`config.mk`:
```
export PLATFORM = sky130hd
export DESIGN_NAME = trans_layer_param
export DESIGN_NICKNAME = d
export VERILOG_FILES = /design/src/rtl/trans_layer_param.sv
export SDC_FILE = /design/constraint.sdc
export NUM_CORES = 1
export LEC_CHECK = 0
export ABC_AREA = 1
export BUFFER_PORTS_ARGS = -buffer_cell sky130_fd_sc_hd__buf_2
export CAP_MARGIN = 20
export CORE_ASPECT_RATIO = 1.25
export CORE_MARGIN = 2
export CORE_UTILIZATION = 40
export CTS_CLUSTER_DIAMETER = 60
export CTS_CLUSTER_SIZE = 25
export DETAILED_ROUTE_END_ITERATION = 8
export PLACE_DENSITY = 0.67
export SYNTH_ARGS = -nofsm -noshare
export SYNTH_HDL_FRONTEND = slang
export SYNTH_SLANG_ARGS = --single-unit
export TNS_END_PERCENT = 100
```
`constraint.sdc`:
```
create_clock -name clk -period 6.1 [get_ports clk]
set_input_delay 0.915 -clock clk [delete_from_list [all_inputs] [get_ports clk]]
set_output_delay 0.915 -clock clk [all_outputs]
set_load 0.05 [all_outputs]
```
`src/rtl/trans_layer_param.sv`:
```
// Transaction layer: main FIFO routed by destination field into per-channel FIFOs with
// almost-full flow control and readable pop counters. Optional feature macro: TRANS_DROP_CNT_EN.
module trans_layer_param #(
    parameter int DATA_SIZE = 12,
    parameter int NUM_CH    = 4,
    parameter int CH_SEL_W  = 2,
    parameter int MAIN_AW   = 3,
    parameter int CH_AW     = 2,
    parameter int CNT_SIZE  = 5
) (
    input  logic                        clk,
    input  logic                        reset_L,
    input  logic                        init,
    input  logic [DATA_SIZE-1:0]        data_in,
    input  logic                        push,
    input  logic [NUM_CH-1:0]           pop,
    input  logic [CH_AW:0]              th_almost_full,
    input  logic [CH_AW:0]              th_almost_empty,
    input  logic                        req,
    input  logic [CH_SEL_W-1:0]         idx,
    output logic [NUM_CH*DATA_SIZE-1:0] data_out,
    output logic [NUM_CH-1:0]           valid_out,
    output logic [CNT_SIZE-1:0]         data_out_cont,
    output logic                        valid_cont,
    output logic                        main_full,
    output logic [NUM_CH-1:0]           ch_almost_full,
    output logic [NUM_CH-1:0]           ch_almost_empty,
    output logic                        idle
`ifdef TRANS_DROP_CNT_EN
    ,
    output logic [CNT_SIZE-1:0]         drop_cnt
`endif
);

    localparam int                  MAIN_DEPTH_N = 2 ** MAIN_AW;
    localparam int                  CH_DEPTH_N   = 2 ** CH_AW;
    localparam logic [MAIN_AW:0]    MAIN_DEPTH   = {1'b1, {MAIN_AW{1'b0}}};
    localparam logic [CH_AW:0]      CH_DEPTH     = {1'b1, {CH_AW{1'b0}}};
    localparam logic [CH_AW:0]      TH_AF_RST    = {1'b0, {CH_AW{1'b1}}};

    typedef enum logic [1:0] {
        ST_RESET,
        ST_INIT,
        ST_IDLE,
        ST_ACTIVE
    } state_t;

    state_t                 state_q, state_d;
    logic [CH_AW:0]         th_af_q, th_ae_q;

    logic [DATA_SIZE-1:0]   main_mem_q [MAIN_DEPTH_N];
    logic [MAIN_AW-1:0]     main_wr_q, main_rd_q;
    logic [MAIN_AW:0]       main_cnt_q;

    logic [DATA_SIZE-1:0]   ch_mem_q   [NUM_CH][CH_DEPTH_N];
    logic [CH_AW-1:0]       ch_wr_q    [NUM_CH];
    logic [CH_AW-1:0]       ch_rd_q    [NUM_CH];
    logic [CH_AW:0]         ch_cnt_q   [NUM_CH];
    logic [CNT_SIZE-1:0]    pop_cnt_q  [NUM_CH];

    logic [NUM_CH*DATA_SIZE-1:0] data_out_q;
    logic [NUM_CH-1:0]      valid_out_q;
    logic [CNT_SIZE-1:0]    cont_q, cont_sel;
    logic                   valid_cont_q;

    logic                   io_ok, xfer_ok, main_empty, xfer, push_acc, busy;
    logic [DATA_SIZE-1:0]   head;
    logic [CH_SEL_W-1:0]    dest;
    logic [NUM_CH-1:0]      ch_wr_en, ch_rd_en;

    // push/pop are live everywhere except RESET; transfers and counter reads only when settled
    assign io_ok      = (state_q != ST_RESET);
    assign xfer_ok    = (state_q == ST_IDLE) || (state_q == ST_ACTIVE);
    assign main_empty = (main_cnt_q == '0);
    assign main_full  = (main_cnt_q == MAIN_DEPTH);
    assign head       = main_mem_q[main_rd_q];
    assign dest       = head[DATA_SIZE-1 -: CH_SEL_W];

    // Head-of-line blocking: a stalled head holds back every word behind it.
    assign xfer     = xfer_ok && !main_empty && !ch_almost_full[dest] && (ch_cnt_q[dest] != CH_DEPTH);
    assign push_acc = io_ok && push && (!main_full || xfer);

    // NOTE: every variable written here gets a default first, so no path can infer a latch.
    always_comb begin
        ch_almost_full  = '0;
        ch_almost_empty = '0;
        ch_rd_en        = '0;
        busy            = !main_empty;
        for (int k = 0; k < NUM_CH; k++) begin
            ch_almost_full[k]  = (ch_cnt_q[k] >= th_af_q);
            ch_almost_empty[k] = (ch_cnt_q[k] <= th_ae_q);
            ch_rd_en[k]        = io_ok && pop[k] && (ch_cnt_q[k] != '0);
            busy               = busy || (ch_cnt_q[k] != '0);
        end
    end

    always_comb begin
        ch_wr_en = '0;
        for (int k = 0; k < NUM_CH; k++) begin
            ch_wr_en[k] = xfer && (dest == CH_SEL_W'(k));
        end
    end

`ifdef TRANS_DROP_CNT_EN
    localparam logic [CH_SEL_W-1:0] LAST_CH = CH_SEL_W'(NUM_CH - 1);
    logic                drop;
    logic [CNT_SIZE-1:0] drop_q;

    assign drop     = io_ok && push && main_full && !xfer;
    assign drop_cnt = drop_q;

    always_ff @(posedge clk or negedge reset_L) begin
        if (!reset_L) begin
            drop_q <= '0;
        end else if (drop && (drop_q != '1)) begin
            drop_q <= drop_q + 1'b1;
        end
    end
`endif

    always_comb begin
        cont_sel = pop_cnt_q[idx];
`ifdef TRANS_DROP_CNT_EN
        if ((idx == LAST_CH) && pop[NUM_CH-1]) begin
            cont_sel = drop_q;
        end
`endif
    end

    always_comb begin
        state_d = state_q;
        case (state_q)
            ST_RESET:  state_d = ST_INIT;
            ST_INIT:   state_d = ST_IDLE;
            ST_IDLE:   if (init) state_d = ST_INIT; else if (busy) state_d = ST_ACTIVE;
            ST_ACTIVE: if (init) state_d = ST_INIT; else if (!busy) state_d = ST_IDLE;
            default:   state_d = ST_RESET;
        endcase
    end

    // NOTE: sequential state uses <= so every register samples pre-edge values.
    always_ff @(posedge clk or negedge reset_L) begin
        if (!reset_L) begin
            state_q <= ST_RESET;
            th_af_q <= TH_AF_RST;
            th_ae_q <= '0;
        end else begin
            state_q <= state_d;
            if (state_q == ST_INIT) begin
                th_af_q <= th_almost_full;
                th_ae_q <= th_almost_empty;
            end
        end
    end

    always_ff @(posedge clk or negedge reset_L) begin
        if (!reset_L) begin
            main_wr_q  <= '0;
            main_rd_q  <= '0;
            main_cnt_q <= '0;
        end else begin
            if (push_acc) main_wr_q <= main_wr_q + 1'b1;
            if (xfer)     main_rd_q <= main_rd_q + 1'b1;
            if (push_acc && !xfer)      main_cnt_q <= main_cnt_q + 1'b1;
            else if (!push_acc && xfer) main_cnt_q <= main_cnt_q - 1'b1;
        end
    end

    // NOTE: storage arrays carry no reset; pointers and counts alone define valid contents.
    always_ff @(posedge clk) begin
        if (push_acc) main_mem_q[main_wr_q] <= data_in;
        for (int k = 0; k < NUM_CH; k++) begin
            if (ch_wr_en[k]) ch_mem_q[k][ch_wr_q[k]] <= head;
        end
    end

    always_ff @(posedge clk or negedge reset_L) begin
        if (!reset_L) begin
            for (int k = 0; k < NUM_CH; k++) begin
                ch_wr_q[k]   <= '0;
                ch_rd_q[k]   <= '0;
                ch_cnt_q[k]  <= '0;
                pop_cnt_q[k] <= '0;
            end
            data_out_q  <= '0;
            valid_out_q <= '0;
        end else begin
            valid_out_q <= ch_rd_en;
            for (int k = 0; k < NUM_CH; k++) begin
                if (ch_wr_en[k]) ch_wr_q[k] <= ch_wr_q[k] + 1'b1;
                if (ch_rd_en[k]) begin
                    ch_rd_q[k]   <= ch_rd_q[k] + 1'b1;
                    pop_cnt_q[k] <= pop_cnt_q[k] + 1'b1;
                    data_out_q[k*DATA_SIZE +: DATA_SIZE] <= ch_mem_q[k][ch_rd_q[k]];
                end
                if (ch_wr_en[k] && !ch_rd_en[k])      ch_cnt_q[k] <= ch_cnt_q[k] + 1'b1;
                else if (!ch_wr_en[k] && ch_rd_en[k]) ch_cnt_q[k] <= ch_cnt_q[k] - 1'b1;
            end
        end
    end

    always_ff @(posedge clk or negedge reset_L) begin
        if (!reset_L) begin
            cont_q       <= '0;
            valid_cont_q <= 1'b0;
        end else begin
            valid_cont_q <= xfer_ok && req;
            if (xfer_ok && req) cont_q <= cont_sel;
        end
    end

    assign data_out      = data_out_q;
    assign valid_out     = valid_out_q;
    assign data_out_cont = cont_q;
    assign valid_cont    = valid_cont_q;
    assign idle          = (state_q == ST_IDLE);

endmodule

```
==> impl_metrics.json <==
{
  "antenna_left": 0,
  "status": "finished clean",
  "final_cell_mix": "288 x edfxtp_1, 253 x nand2_1, 240 x nor2_1",
  "worstPathRequired_ns": 6.54,
  "h-tree-depth": 1,
  "root_buffer": "clkbuf_16",
  "syn_to_final_growth_pct": 11.7,
  "rows": 85,
  "cp_max_fo": 26,
  "start_util_pct": 40.4,
  "die-area_sq_um": 44900,
  "ff2ff_path_depth": 21,
  "cts_buffer_depth": 3,
  "clock_latency_ns": 0.56,
  "fin_crit_ns": 4.07,
  "fp.dieH_um": 237,
  "io_buffers": 96,
  "place_congestion": 0.817,
  "hold_buffers": 0,
  "synth-seq-area-share_pct": 67.9,
  "via_per_inst": 4.95,
  "track_usage_pct": 15.9,
  "num_vias": 10739,
  "ys_seq_elements": 412,
  "tightest_slew_ns": 1.08,
  "numCtsBuffers": 25,
  "setup_viol": 0,
  "n_antenna_cell": 0,
  "antenna_found_initial": 0,
  "skew_ns": 0.0210,
  "finalCritPeriodShare_pct": 66.8,
  "worst_setup_path_start_kind": "register",
  "maxSlewHeadroom_pct": 27.6,
  "cts_tree": "built",
  "wire_per_inst_um": 16.5,
  "fin_nets": 1672,
  "ios": 97,
  "grt_pass1_vias": 10750,
  "grt_max_degree": 65,
  "path_cells": "inv_2, nand3_2, nand2_1, nand2_1, nand2_4, nand3_1, nand3_1, nor2_4, nand2_8, nand2_8, nand2_8, inv_1, ha_1, inv_1, ha_1, a21o_1, a21oi_1, nand2_1, nand2_1, nor2_1, xor2_1",
  "firstDrtPassIters": 5,
  "postCtsSetupRepairBufs": 0,
  "clock_sinks": 412,
  "cp.arrival_ns": 4.51,
  "slowest_stage": "dfrtp_1",
  "crit_path_frequent_cell": "nand2_1",
  "fmax_mhz": 246,
  "max_stage_delay_ns": 0.94,
  "core_area_sq_um": 42900,
  "drtIter0Drc": 856,
  "netlist_area_sq_um": 17300,
  "drv_cap": 0,
  "finalSetupTns_ns": 0,
  "drc": 0,
  "rsz0062_at_grt": "false",
  "syn_avg_cell_area_sq_um": 11.6,
  "synth.distinct_cells": 35,
  "slew_violations": 0,
  "min_path_type": "input port to async pin",
  "post-dp-hpwl_um": 24400,
  "cts_resized": 0,
  "final_common_cell": "edfxtp_1",
  "yosys_warnings": 0,
  "cts.clk_slew.worst_paths_ns": 0.08,
  "die_w_um": 190,
  "path_class": "register to register",
  "syn-num-nets": 1583,
  "gr-total-overflow": 0,
  "grt_pass1_wl_um": 56700,
  "fill_cells": 3859,
  "finalHoldViolCount": 0,
  "wirelength_um": 35700,
  "drive_above_1_share_pct": 12.9,
  "netlist_instances": 1496,
  "end_kind": "register"
}
registers in the layout, summed over array words and instances, names as in the netlist:
signal,flops
ch_cnt_q,12
ch_mem_q,192
ch_rd_q,8
ch_wr_q,8
data_out,48
data_out_cont,5
main_cnt_q,4
main_mem_q,96
main_rd_q,3
main_wr_q,3
pop_cnt_q,20
state_q,2
th_ae_q,3
th_af_q,3
valid_cont,1
valid_out,4
per-stage QoR:
step / worst slack, ns / cell area (sq um) / hold WS [ns] / utilization [%] / cells
2_1_floorplan: 2.09 / 17300 / 0.440 / - / 1496
6_report: 2.03 / 19300 / 0.346 / 45.1 / 2168
3_3_place_gp: 2.15 / 18400 / 0.457 / 42.9 / 2116
4_1_cts: 1.99 / 19300 / 0.366 / 45.0 / 2161
5_1_grt: 1.68 / 19300 / 0.397 / 45.1 / 2168
3_5_place_dp: 2.03 / 18400 / 0.462 / 42.9 / 2116
critical path, delay by kind of cell (launching register included):
kind	cells	cell delay [ns]
compound gates	2	0.35
simple gates	13	1.49
fa+ha+maj	2	0.45
xor+xnor	1	0.13
flops	1	0.94
buf+inv	3	0.60
Yosys cell counts, drive strengths merged:
library cell / instances / area (sq um)
nand2: 271 / 1120
xnor2: 13 / 114
edfxtp: 288 / 8650
nand4: 1 / 6.26
buf: 10 / 55.1
clkbuf: 43 / 161
o211ai: 5 / 37.5
dfrtp: 122 / 3050
nor3: 6 / 30.0
xor2: 20 / 175
a21o: 1 / 7.51
a21oi: 20 / 100
or2: 1 / 6.26
o21ai: 162 / 811
nor4: 2 / 12.5
inv: 105 / 394
a31oi: 15 / 93.8
nor2: 247 / 1000
fa: 5 / 100
nand3: 45 / 280
dfstp: 2 / 52.6
o22ai: 58 / 363
a41oi: 1 / 8.76
ha: 53 / 663
cells by family after synthesis:
| logic type | count (synthesis) | share of synthesized area (%) |
|---|---|---|
| AND/OR/NAND/NOR | 573 | 14.2 |
| flip-flops | 412 | 67.9 |
| AO/OA/AOI/OAI | 262 | 8.22 |
| buffers and inverters | 158 | 3.53 |
| adder cells (fa/ha/maj) | 58 | 4.41 |
| XOR/XNOR | 33 | 1.67 |
per-layer routing:
layer | up-vias | wire [um] | GRT usage [%]
li1 | 5294 | - | -
met1 | 5184 | 15000 | 19.7
met2 | 207 | 18300 | 28.5
met3 | 54 | 1500 | 2.19
met4 | 0 | 931 | 5.14
met5 | - | 0 | 0
cell type report:
class	instances	area (sq um)	area share, %
well taps	565	707	3.66
flip-flops and latches	412	11800	60.8
clock inverters	15	183	0.945
clock buffers	30	686	3.55
multi-input cells	926	4970	25.7
repair buffers	115	629	3.26
inverters	105	394	2.04
path summary, 6_finish.rpt:
path,from,to,slack [ns]
setup / recovery,main_rd_q[1],main_cnt_q[3],2.03
hold / removal,reset_L,th_ae_q[2],0.35
setup reg to reg,main_rd_q[1],main_cnt_q[3],2.03
hold reg to reg,data_out[4],data_out[4],0.48
max in group asynchronous,reset_L,data_out[3],4.53
min in group clk,data_out[4],data_out[4],0.48
Power is not shown: default switching activity piles up to over one toggle a cycle in this logic, so the estimate is an artifact.
